[src/rtl/pantalla_top_if.sv]
// Serial display bus: UART line into the receiver, LED pattern back out.
interface pantalla_top_if;
    logic       rxM;
    logic [7:0] leds;

    modport master (output rxM, input leds);
    modport slave  (input rxM, output leds);
endinterface

[src/rtl/pantalla_top.sv]
// 8N1 UART receiver that shows the last correctly framed byte on eight LEDs.
module pantalla_top #(
    parameter int unsigned CLKS_PER_BIT = 434,
    parameter int unsigned HALF_BIT     = CLKS_PER_BIT / 2
) (
    input  logic          clkM,
    input  logic          rstM,
    pantalla_top_if.slave bus
);

    localparam int unsigned CntW = ($clog2(CLKS_PER_BIT) > 9) ? $clog2(CLKS_PER_BIT) : 9;
    localparam logic [CntW-1:0] BitLast  = CntW'(CLKS_PER_BIT - 1);
    localparam logic [CntW-1:0] HalfLast = CntW'(HALF_BIT - 1);

    typedef enum logic [2:0] {
        StIdle,
        StStart,
        StData,
        StStop,
        StWaitHigh
    } state_e;

    state_e          state_q, state_d;
    logic [CntW-1:0] cnt_q, cnt_d;
    logic [2:0]      bit_idx_q, bit_idx_d;
    logic [7:0]      shift_q, shift_d;
    logic [7:0]      leds_q, leds_d;
    logic            rx_meta, rx_s;

    // Two-flop synchronizer; resets to the idle (high) line level.
    always_ff @(posedge clkM) begin
        if (rstM) begin
            rx_meta <= 1'b1;
            rx_s    <= 1'b1;
        end else begin
            rx_meta <= bus.rxM;
            rx_s    <= rx_meta;
        end
    end

    // State, counters, shift register and LED register.
    always_ff @(posedge clkM) begin
        if (rstM) begin
            state_q   <= StIdle;
            cnt_q     <= '0;
            bit_idx_q <= '0;
            shift_q   <= '0;
            leds_q    <= '0;
        end else begin
            state_q   <= state_d;
            cnt_q     <= cnt_d;
            bit_idx_q <= bit_idx_d;
            shift_q   <= shift_d;
            leds_q    <= leds_d;
        end
    end

    // Next-state logic: mid-bit sampling driven by the bit counter.
    always_comb begin
        state_d   = state_q;
        cnt_d     = cnt_q;
        bit_idx_d = bit_idx_q;
        shift_d   = shift_q;
        leds_d    = leds_q;

        unique case (state_q)
            StIdle: begin
                cnt_d     = '0;
                bit_idx_d = '0;
                if (!rx_s) begin
                    state_d = StStart;
                end
            end

            StStart: begin
                if (cnt_q == HalfLast) begin
                    cnt_d = '0;
                    // A high line at mid-start means the edge was a glitch.
                    state_d = rx_s ? StIdle : StData;
                end else begin
                    cnt_d = cnt_q + CntW'(1);
                end
            end

            StData: begin
                if (cnt_q == BitLast) begin
                    cnt_d   = '0;
                    // LSB first: after eight shifts the first bit sits in bit 0.
                    shift_d = {rx_s, shift_q[7:1]};
                    if (bit_idx_q == 3'd7) begin
                        state_d = StStop;
                    end else begin
                        bit_idx_d = bit_idx_q + 3'd1;
                    end
                end else begin
                    cnt_d = cnt_q + CntW'(1);
                end
            end

            StStop: begin
                if (cnt_q == BitLast) begin
                    cnt_d = '0;
                    if (rx_s) begin
                        leds_d  = shift_q;
                        state_d = StIdle;
                    end else begin
                        // Framing error: drop the byte and wait out any break.
                        state_d = StWaitHigh;
                    end
                end else begin
                    cnt_d = cnt_q + CntW'(1);
                end
            end

            StWaitHigh: begin
                cnt_d = '0;
                if (rx_s) begin
                    state_d = StIdle;
                end
            end

            default: begin
                state_d = StIdle;
            end
        endcase
    end

    assign bus.leds = leds_q;

endmodule

[src/flat_wrapper.sv]
// flat-port wrapper written by rule: the top's interface ports become plain ports
module pantalla_top_flat 
#(
    parameter int unsigned CLKS_PER_BIT = 434,
    parameter int unsigned HALF_BIT     = CLKS_PER_BIT / 2
)
  (clkM, rstM, bus_rxM, bus_leds);
  pantalla_top_if bus_i ();
  input  logic clkM;
  input  logic rstM;
  input wire logic [$bits(bus_i.rxM)-1:0] bus_rxM;
  output wire logic [$bits(bus_i.leds)-1:0] bus_leds;
  assign bus_i.rxM = bus_rxM;
  assign bus_leds = bus_i.leds;
  pantalla_top #(.CLKS_PER_BIT(CLKS_PER_BIT), .HALF_BIT(HALF_BIT)) u_core (.clkM(clkM), .rstM(rstM), .bus(bus_i));
endmodule
[config.mk]
export PLATFORM = sky130hd
export DESIGN_NAME = pantalla_top_flat
export DESIGN_NICKNAME = d
export VERILOG_FILES = /design/src/rtl/pantalla_top_if.sv /design/src/rtl/pantalla_top.sv /design/src/flat_wrapper.sv
export SDC_FILE = /design/constraint.sdc
export NUM_CORES = 1
export LEC_CHECK = 0
export CAP_MARGIN = 20
export CORE_ASPECT_RATIO = 1.4
export CORE_MARGIN = 3
export CORE_UTILIZATION = 60
export CTS_CLUSTER_SIZE = 16
export DETAILED_ROUTE_END_ITERATION = 8
export DONT_BUFFER_PORTS = 1
export MAX_ROUTING_LAYER = met4
export PLACE_DENSITY = 0.74
export SKIP_LAST_GASP = 1
export SLEW_MARGIN = 20
export SYNTH_ARGS = -nofsm -noshare
export SYNTH_HDL_FRONTEND = slang
export SYNTH_SLANG_ARGS = --single-unit
export TNS_END_PERCENT = 20
[constraint.sdc]
create_clock -name clkM -period 2.1 [get_ports clkM]
set_input_delay 0.105 -clock clkM [delete_from_list [all_inputs] [get_ports clkM]]
set_output_delay 0.105 -clock clkM [all_outputs]
set_load 0.05 [all_outputs]
==> impl_metrics.yaml, run 1 <==
outcome:
  run_status: "finished clean"
routing:
  vias: 1193
  drc_errors: 0
  drt_first_pass_iters: 4
  postRouteAntennaNets: 0
  via_count_normalized_by_instance_count: 5.91
  drtIter0Drc: 43
  wl_per_cell_um: 15.0
  wl_um: 3030
floorplan:
  die_width_um: 49.0
  fp.dieArea_um2: 3250
  floorplan.rows: 21
  number_of_primary_i_o_pins: 11
  die-height_um: 66.2
  floorplan.initialDensity: 0.636
  core_region_area_um2: 2440
placed_design:
  port-buffer-count: 0
  post_dp_hpwl_um: 2140
  gp_routability_congestion: 0.861
  detailed_place.area_um2: 1560
yosys:
  synthFlopType: "sky130_fd_sc_hd__dfxtp_1"
  synth-seq-area-share: 0.425
  yosysUniqueCellTypes: 43
  synth_enable_flop_cells: 0
  synthesized_cell_area_um2: 1550
  synth_cells: 164
  synth-async-reset-ratio: 0
  yosys_register_bits: 33
  yosysWarnings: 0
  synth_fp_nets: 172
  syn-mean-instance-area_um2: 9.48
power_and_ir_drop:
  power.share.switching: 0.198
  p_leak_nw: 0.602
  power.sequential.fraction: 0.549
  cell_internal_pwr_mw: 0.925
  power.density_nw_per_um2: 687
  share_clk_of_total_power: 0.426
  combinationalPowerShare: 0.025
  peakVddDrop_mv: 0.528
  power.switching_mw: 0.228
worst_setup_path:
  crit-reg2reg-launch: "u_core.state_q[1]$_SDFFE_PP0P_"
  worst_r2r_path_depth: 5
  worstPathMaxFanout: 13
  worstPathRequired_ns: 2.28
  worstSetupStartpointType: "flop"
  endpoint_kind: "flop"
  reg2reg_to: "u_core.bus.leds[4]$_SDFFE_PP0P_"
  reg_to_reg_slack_setup_ns: 0.26
  path_type_of_the_worst_setup_path: "flop to flop"
  crit_path_to: "u_core.bus.leds[4]$_SDFFE_PP0P_"
  arrival_ns: 2.02
  worst_setup_path_startpoint: "u_core.state_q[1]$_SDFFE_PP0P_"
global_routing:
  grt.overflow.total: 0
  first_global_vias: 1169
  grt_antenna_before_repair: 0
  grt_first_pass_wirelength_um: 5350
  global_route.usage.total: 0.224
  grt_util_met2: 0.376
  grt-busiest-layer: "met2"
  grt_use_met1: 0.234
  gr-usage-met3: 0.0767
  grt_max_degree: 26
finish:
  drive_above_1_share: 0.113
  sequential_cell_area_um2: 661
  layout.nets: 175
  post-route-cell-area_um2: 1680
  area_growth_pct: 8.05
  antenna_cells: 0
  nFillCells: 197
  multiInputGateArea_um2: 823
hold_path:
  min-delay-path-class: "input pin to flop"
  holdPathStages: 3
clock_network:
  cts_root_buffer: "sky130_fd_sc_hd__clkbuf_4"
  cts_resized: 0
  cts_sinks: 33
  source_to_sink_clock_delay_at_the_later_pin_of_the_worst_skew_pair_ns: 0.33
  clockBufferDepth: 2
  clock_tree.htree_level_count: 2
  cts.reportedPaths.clkPinSlew_ns: 0.10
  cts_buffers: 5
  cts_tree: "done"
sta:
  fmax_mhz: 545
  number_of_hold_violations_in_the_final_report: 0
  finalCritPeriodShare: 0.874
  final_period_minus_worst_setup_slack_ns: 1.84
  report.final.slew_viol_count: 0
  clock-skew-final_ns: 0.00732
  setup_violations_final: 0
  finalSetupTns_ns: 0
  grt_setup_unrepaired: "no"
  worst_slew_pin_slew_ns: 0.878
  max-slew-margin-rel: 0.413
run:
  max-cap-violations: 0
==> critical path, stage by stage, from the launching register on <==
cell,delay (ns)
sky130_fd_sc_hd__dfxtp_1,0.57
sky130_fd_sc_hd__nor2b_1,0.40
sky130_fd_sc_hd__and4_1,0.25
sky130_fd_sc_hd__buf_4,0.19
sky130_fd_sc_hd__mux2i_1,0.22
sky130_fd_sc_hd__nor2_1,0.06
==> final cells by class <==
cell class,count,share of cell area
tap,34,0.0253
timing repair buffer,6,0.0313
inverter,4,0.00894
clock inverter,1,0.0179
multi-input combinational,117,0.490
clock buffer,7,0.0328
sequential,33,0.393
==> per-stage QoR <==
step	total power, mW	cells	util	worst slack (ns)	hold slack, ns
after floorplan	0.668	164	-	0.569	0.209
after global placement	0.664	191	0.640	0.409	0.180
after detailed placement	0.665	191	0.640	0.334	0.182
after CTS	1.16	202	0.687	0.264	0.0361
after global routing	1.20	202	0.687	0.114	0.0449
final	1.15	202	0.687	0.265	0.0394
==> Yosys cell counts, types with 2 or more instances <==
cell type / instances / area, um2
sky130_fd_sc_hd__or2_2: 2 / 12.5
sky130_fd_sc_hd__a21oi_1: 5 / 25.0
sky130_fd_sc_hd__inv_1: 4 / 15.0
sky130_fd_sc_hd__xnor2_1: 5 / 43.8
sky130_fd_sc_hd__dfxtp_1: 33 / 661
sky130_fd_sc_hd__nor2_1: 26 / 97.6
sky130_fd_sc_hd__clkbuf_1: 3 / 11.3
sky130_fd_sc_hd__o21ai_0: 5 / 25.0
sky130_fd_sc_hd__nand3_1: 3 / 15.0
sky130_fd_sc_hd__nor3_1: 5 / 25.0
sky130_fd_sc_hd__ha_1: 5 / 62.6
sky130_fd_sc_hd__a22o_1: 2 / 17.5
sky130_fd_sc_hd__buf_2: 5 / 25.0
sky130_fd_sc_hd__nor2b_1: 2 / 12.5
sky130_fd_sc_hd__mux2i_1: 16 / 160
sky130_fd_sc_hd__a211oi_1: 4 / 30.0
sky130_fd_sc_hd__nand4_1: 3 / 18.8
sky130_fd_sc_hd__and4b_1: 2 / 20.0
sky130_fd_sc_hd__nor4_2: 2 / 25.0
sky130_fd_sc_hd__nand2_1: 9 / 33.8
==> how the worst min path moves through the flow <==
| stage | from | end | slack [ns] |
|---|---|---|---|
| floorplan | bus_rxM | u_core.rx_meta$_SDFF_PP1_ | 0.21 |
| global placement | rstM | u_core.cnt_q[0]$_SDFFE_PP0P_ | 0.18 |
| detailed placement | rstM | u_core.bus.leds[1]$_SDFFE_PP0P_ | 0.18 |
| CTS | rstM | u_core.cnt_q[8]$_SDFFE_PP0P_ | 0.04 |
| global route | rstM | u_core.cnt_q[8]$_SDFFE_PP0P_ | 0.04 |
| finish | rstM | u_core.cnt_q[8]$_SDFFE_PP0P_ | 0.04 |
==> cell families after synthesis <==
| kind of cell | synth area share |
|---|---|
| and+or+nand+nor | 0.236 |
| DFF | 0.425 |
| AOI/OAI and AO/OA | 0.115 |
| muxes | 0.110 |
| buffers and inverters | 0.0451 |
| xor gates and xnor gates | 0.0282 |
| adders and majority gates | 0.0403 |
==> power by group through the flow <==
stage / clock network (mW) / registers [mW] / logic [mW]
after CTS: 0.500 / 0.633 / 0.0291
after floorplan: 0 / 0.645 / 0.0229
after global routing: 0.529 / 0.634 / 0.0328
final: 0.491 / 0.633 / 0.0291
after detailed placement: 0 / 0.648 / 0.0170
after global placement: 0 / 0.648 / 0.0160
==> layout by cell type (no fill, tap or decap), drive strengths merged, types with 2 or more instances in the layout <==
master and n:
dfxtp 33, nor2 26, mux2i 16, nand2 9, clkbuf 7, nor3 6
o21ai 5, a21oi 5, xnor2 5, ha 5, inv 4, a211oi 4
nand4 3, nand3 3, dlygate4sd3 3, buf 3, and4b 2, nor2b 2
or2 2, a22o 2, nor4 2, and4bb 2, o31ai 2
==> sequential cells by signal (all words and copies together), names as in the netlist <==
name / flops
u_core.bit_idx_q: 3
u_core.bus.leds: 8
u_core.cnt_q: 9
u_core.rx_meta: 1
u_core.rx_s: 1
u_core.shift_q: 8
u_core.state_q: 3
==> repair_timing <==
| item | in CTS | in global routing |
|---|---|---|
| hold buffers | 3 | 0 |
| hold endpoints to repair | 25 | 0 |
| buffers inserted | 0 | 0 |
==> layer usage <==
layer	wire [um]	up-vias	part of all wire
met5	0	-	0
met4	102	0	0.034
met3	147	13	0.049
met2	1590	43	0.52
met1	1190	544	0.39
li1	-	593	-
(Power assumes the default switching activity.)
==> run 2, diff against run 1 <==
ABC_AREA = 1   (was not set)
==> run 2 against run 1 <==
Effect of this change: final cell count increased by 26%; largest power group unchanged; clock skew rose by 0.0064 ns; via count grew 12%.
==> impl_metrics.yaml, run 2 <==
floorplan:
  fp.dieArea_um2: 3470
  floorplan.initialDensity: 0.634
  number_of_primary_i_o_pins: 11
  die_width_um: 50.6
  core_region_area_um2: 2640
  floorplan.rows: 22
  die-height_um: 68.5
sta:
  worst_slew_pin_slew_ns: 0.734
  final_period_minus_worst_setup_slack_ns: 1.50
  clock-skew-final_ns: 0.0137
  setup_violations_final: 0
  finalSetupTns_ns: 0
  finalCritPeriodShare: 0.713
  grt_setup_unrepaired: "no"
  fmax_mhz: 667
  max-slew-margin-rel: 0.510
  number_of_hold_violations_in_the_final_report: 0
  report.final.slew_viol_count: 0
power_and_ir_drop:
  p_leak_nw: 0.783
  cell_internal_pwr_mw: 1.21
  peakVddDrop_mv: 0.966
  power.share.switching: 0.381
  power.density_nw_per_um2: 1100
  share_clk_of_total_power: 0.254
  power.sequential.fraction: 0.382
  power.switching_mw: 0.743
  total_power_mw: 1.95
  combinationalPowerShare: 0.364
finish:
  drive_above_1_share: 0.192
  antenna_cells: 0
  layout.cells.most_common_list: "sky130_fd_sc_hd__nand2_1 (38), sky130_fd_sc_hd__dfxtp_1 (33), sky130_fd_sc_hd__inv_1 (24)"
  largest_register: "u_core.cnt_q"
  area_growth_pct: 5.83
  layout.nets: 226
  mostFrequentLayoutCell: "sky130_fd_sc_hd__nand2_1"
  largest_register_ff_count: 9
placed_design:
  post_dp_hpwl_um: 2270
  gp_routability_congestion: 0.885
  port-buffer-count: 0
clock_network:
  clock_tree.htree_level_count: 2
  cts_sinks: 33
  cts_tree: "done"
  cts_buffers: 5
  cts.reportedPaths.clkPinSlew_ns: 0.11
  cts_root_buffer: "sky130_fd_sc_hd__clkbuf_4"
  source_to_sink_clock_delay_at_the_later_pin_of_the_worst_skew_pair_ns: 0.34
  clockBufferDepth: 2
hold_path:
  min-delay-path-class: "input pin to flop"
global_routing:
  gr-usage-met3: 0.0645
  grt-busiest-layer: "met2"
  grt_use_met1: 0.203
  grt_max_degree: 24
  grt_antenna_before_repair: 0
  grt.overflow.total: 0
  first_global_vias: 1255
  global_route.usage.total: 0.203
  grt_util_met2: 0.359
  grt_first_pass_wirelength_um: 5110
yosys:
  synth_largest_type_area_fraction: 0.395
  synthesized_cell_area_um2: 1670
  yosys.area.top_type: "sky130_fd_sc_hd__dfxtp_1"
  post-synth-top-count-cell: "sky130_fd_sc_hd__nand2_1"
  yosys_register_bits: 33
  yosysUniqueCellTypes: 28
  synthFlopType: "sky130_fd_sc_hd__dfxtp_1"
  yosysWarnings: 0
  synth_fp_nets: 221
  synth.area.top_cells: "sky130_fd_sc_hd__dfxtp_1 (39%), sky130_fd_sc_hd__nand2_1 (8.5%), sky130_fd_sc_hd__a21oi_1 (6.3%)"
  synth_cells: 213
  yosys-top-cells-count: "sky130_fd_sc_hd__nand2_1 (38), sky130_fd_sc_hd__dfxtp_1 (33), sky130_fd_sc_hd__inv_1 (24)"
  synth-async-reset-ratio: 0
  synth-seq-area-share: 0.395
  synth_enable_flop_cells: 0
  syn-mean-instance-area_um2: 7.86
routing:
  via_count_normalized_by_instance_count: 5.25
  vias: 1338
  drt_first_pass_iters: 4
  drc_errors: 0
  drtIter0Drc: 32
  wl_um: 3050
  wl_per_cell_um: 11.9
  postRouteAntennaNets: 0
worst_setup_path:
  arrival_ns: 1.76
  worstPathRequired_ns: 2.36
  worstSetupStartpointType: "flop"
  path_type_of_the_worst_setup_path: "flop to flop"
  worstPathMaxFanout: 8
  endpoint_kind: "flop"
run:
  max-cap-violations: 0
outcome:
  run_status: "finished clean"
[run 2: changes by cell type after synthesis, sizes merged, moves of 4 or more]
cell,change
nand2,+35
inv,+26
a21oi,+20
mux2i,-16
o21ai,+15
nand3,+7
buf,-5
xnor2,-5
a211oi,-4
[run 2: power groups by stage]
stage	Clock, mW	Sequential [mW]	Combinational (mW)
finish	0.496	0.745	0.710
global route	0.535	0.755	0.799
CTS	0.507	0.745	0.713
detailed placement	0	0.759	0.706
global placement	0	0.755	0.678
floorplan	0	0.747	0.593
[run 2: logic make-up (layout without fill, tap and decap cells)]
| group | count (synthesis) | in the layout | synth area share |
|---|---|---|---|
| simple gates | 95 | 95 | 0.309 |
| compound gates | 45 | 45 | 0.155 |
| buf+inv | 34 | 40 | 0.0986 |
| flops | 33 | 33 | 0.395 |
| fa+ha+maj | 5 | 5 | 0.0374 |
| xor+xnor | 1 | 1 | 0.00523 |
[run 2: what timing repair did]
action	4_1_cts	5_1_grt
buffers inserted	0	0
endpoints found under the hold margin	7	0
gates resized for setup	0	0
endpoints found under the setup margin	0	0
hold buffers	2	0
[run 2: stage by stage]
stage          area, um2  setup slack, ns  utilization  std cells  hold WS, ns
3_5_place_dp        1670            0.638        0.631        245        0.183
3_3_place_gp        1670            0.687        0.631        245        0.176
5_1_grt             1770            0.467        0.670        255        0.317
2_1_floorplan       1670            0.794            -        213        0.174
4_1_cts             1770            0.605        0.670        255        0.279
6_report            1770            0.602        0.670        255        0.299
[run 2: layout make-up]
cell class                      count  area (um2)
Fill cell                         236         871
Multi-Input combinational cell    146         848
Sequential cell                    33         661
Inverter                           30         113
Clock buffer                        7        55.1
Tap cell                           36        45.0
Clock inverter                      1        30.0
Timing Repair Buffer                2        20.0
[run 2: path summary, 6_finish.rpt]
kind	start	end	slack (ns)	cells past startpoint
setup / recovery	u_core.cnt_q[1]$_SDFFE_PP0P_	u_core.cnt_q[6]$_SDFFE_PP0P_	0.60	9
hold / removal	rstM	u_core.bus.leds[5]$_SDFFE_PP0P_	0.30	3
setup reg to reg	u_core.cnt_q[1]$_SDFFE_PP0P_	u_core.cnt_q[6]$_SDFFE_PP0P_	0.60	9
hold reg to reg	u_core.rx_meta$_SDFF_PP1_	u_core.rx_s$_SDFF_PP1_	0.43	1
[run 2: worst max-delay path, cell delays in order, from the launching register on]
cell and delay [ns]:
sky130_fd_sc_hd__dfxtp_1 0.38, sky130_fd_sc_hd__inv_1 0.08, sky130_fd_sc_hd__ha_1 0.18, sky130_fd_sc_hd__nand2_1 0.10
sky130_fd_sc_hd__nor2_4 0.05, sky130_fd_sc_hd__nand2_4 0.13, sky130_fd_sc_hd__nand2_4 0.12, sky130_fd_sc_hd__nand2_1 0.14
sky130_fd_sc_hd__nand3_1 0.09, sky130_fd_sc_hd__a21oi_1 0.14
[run 2: metal layers]
layer	vias to the layer above	wire [um]
li1	703	-
met2	21	1590
met3	9	126
met1	605	1260
met5	-	0
met4	0	76
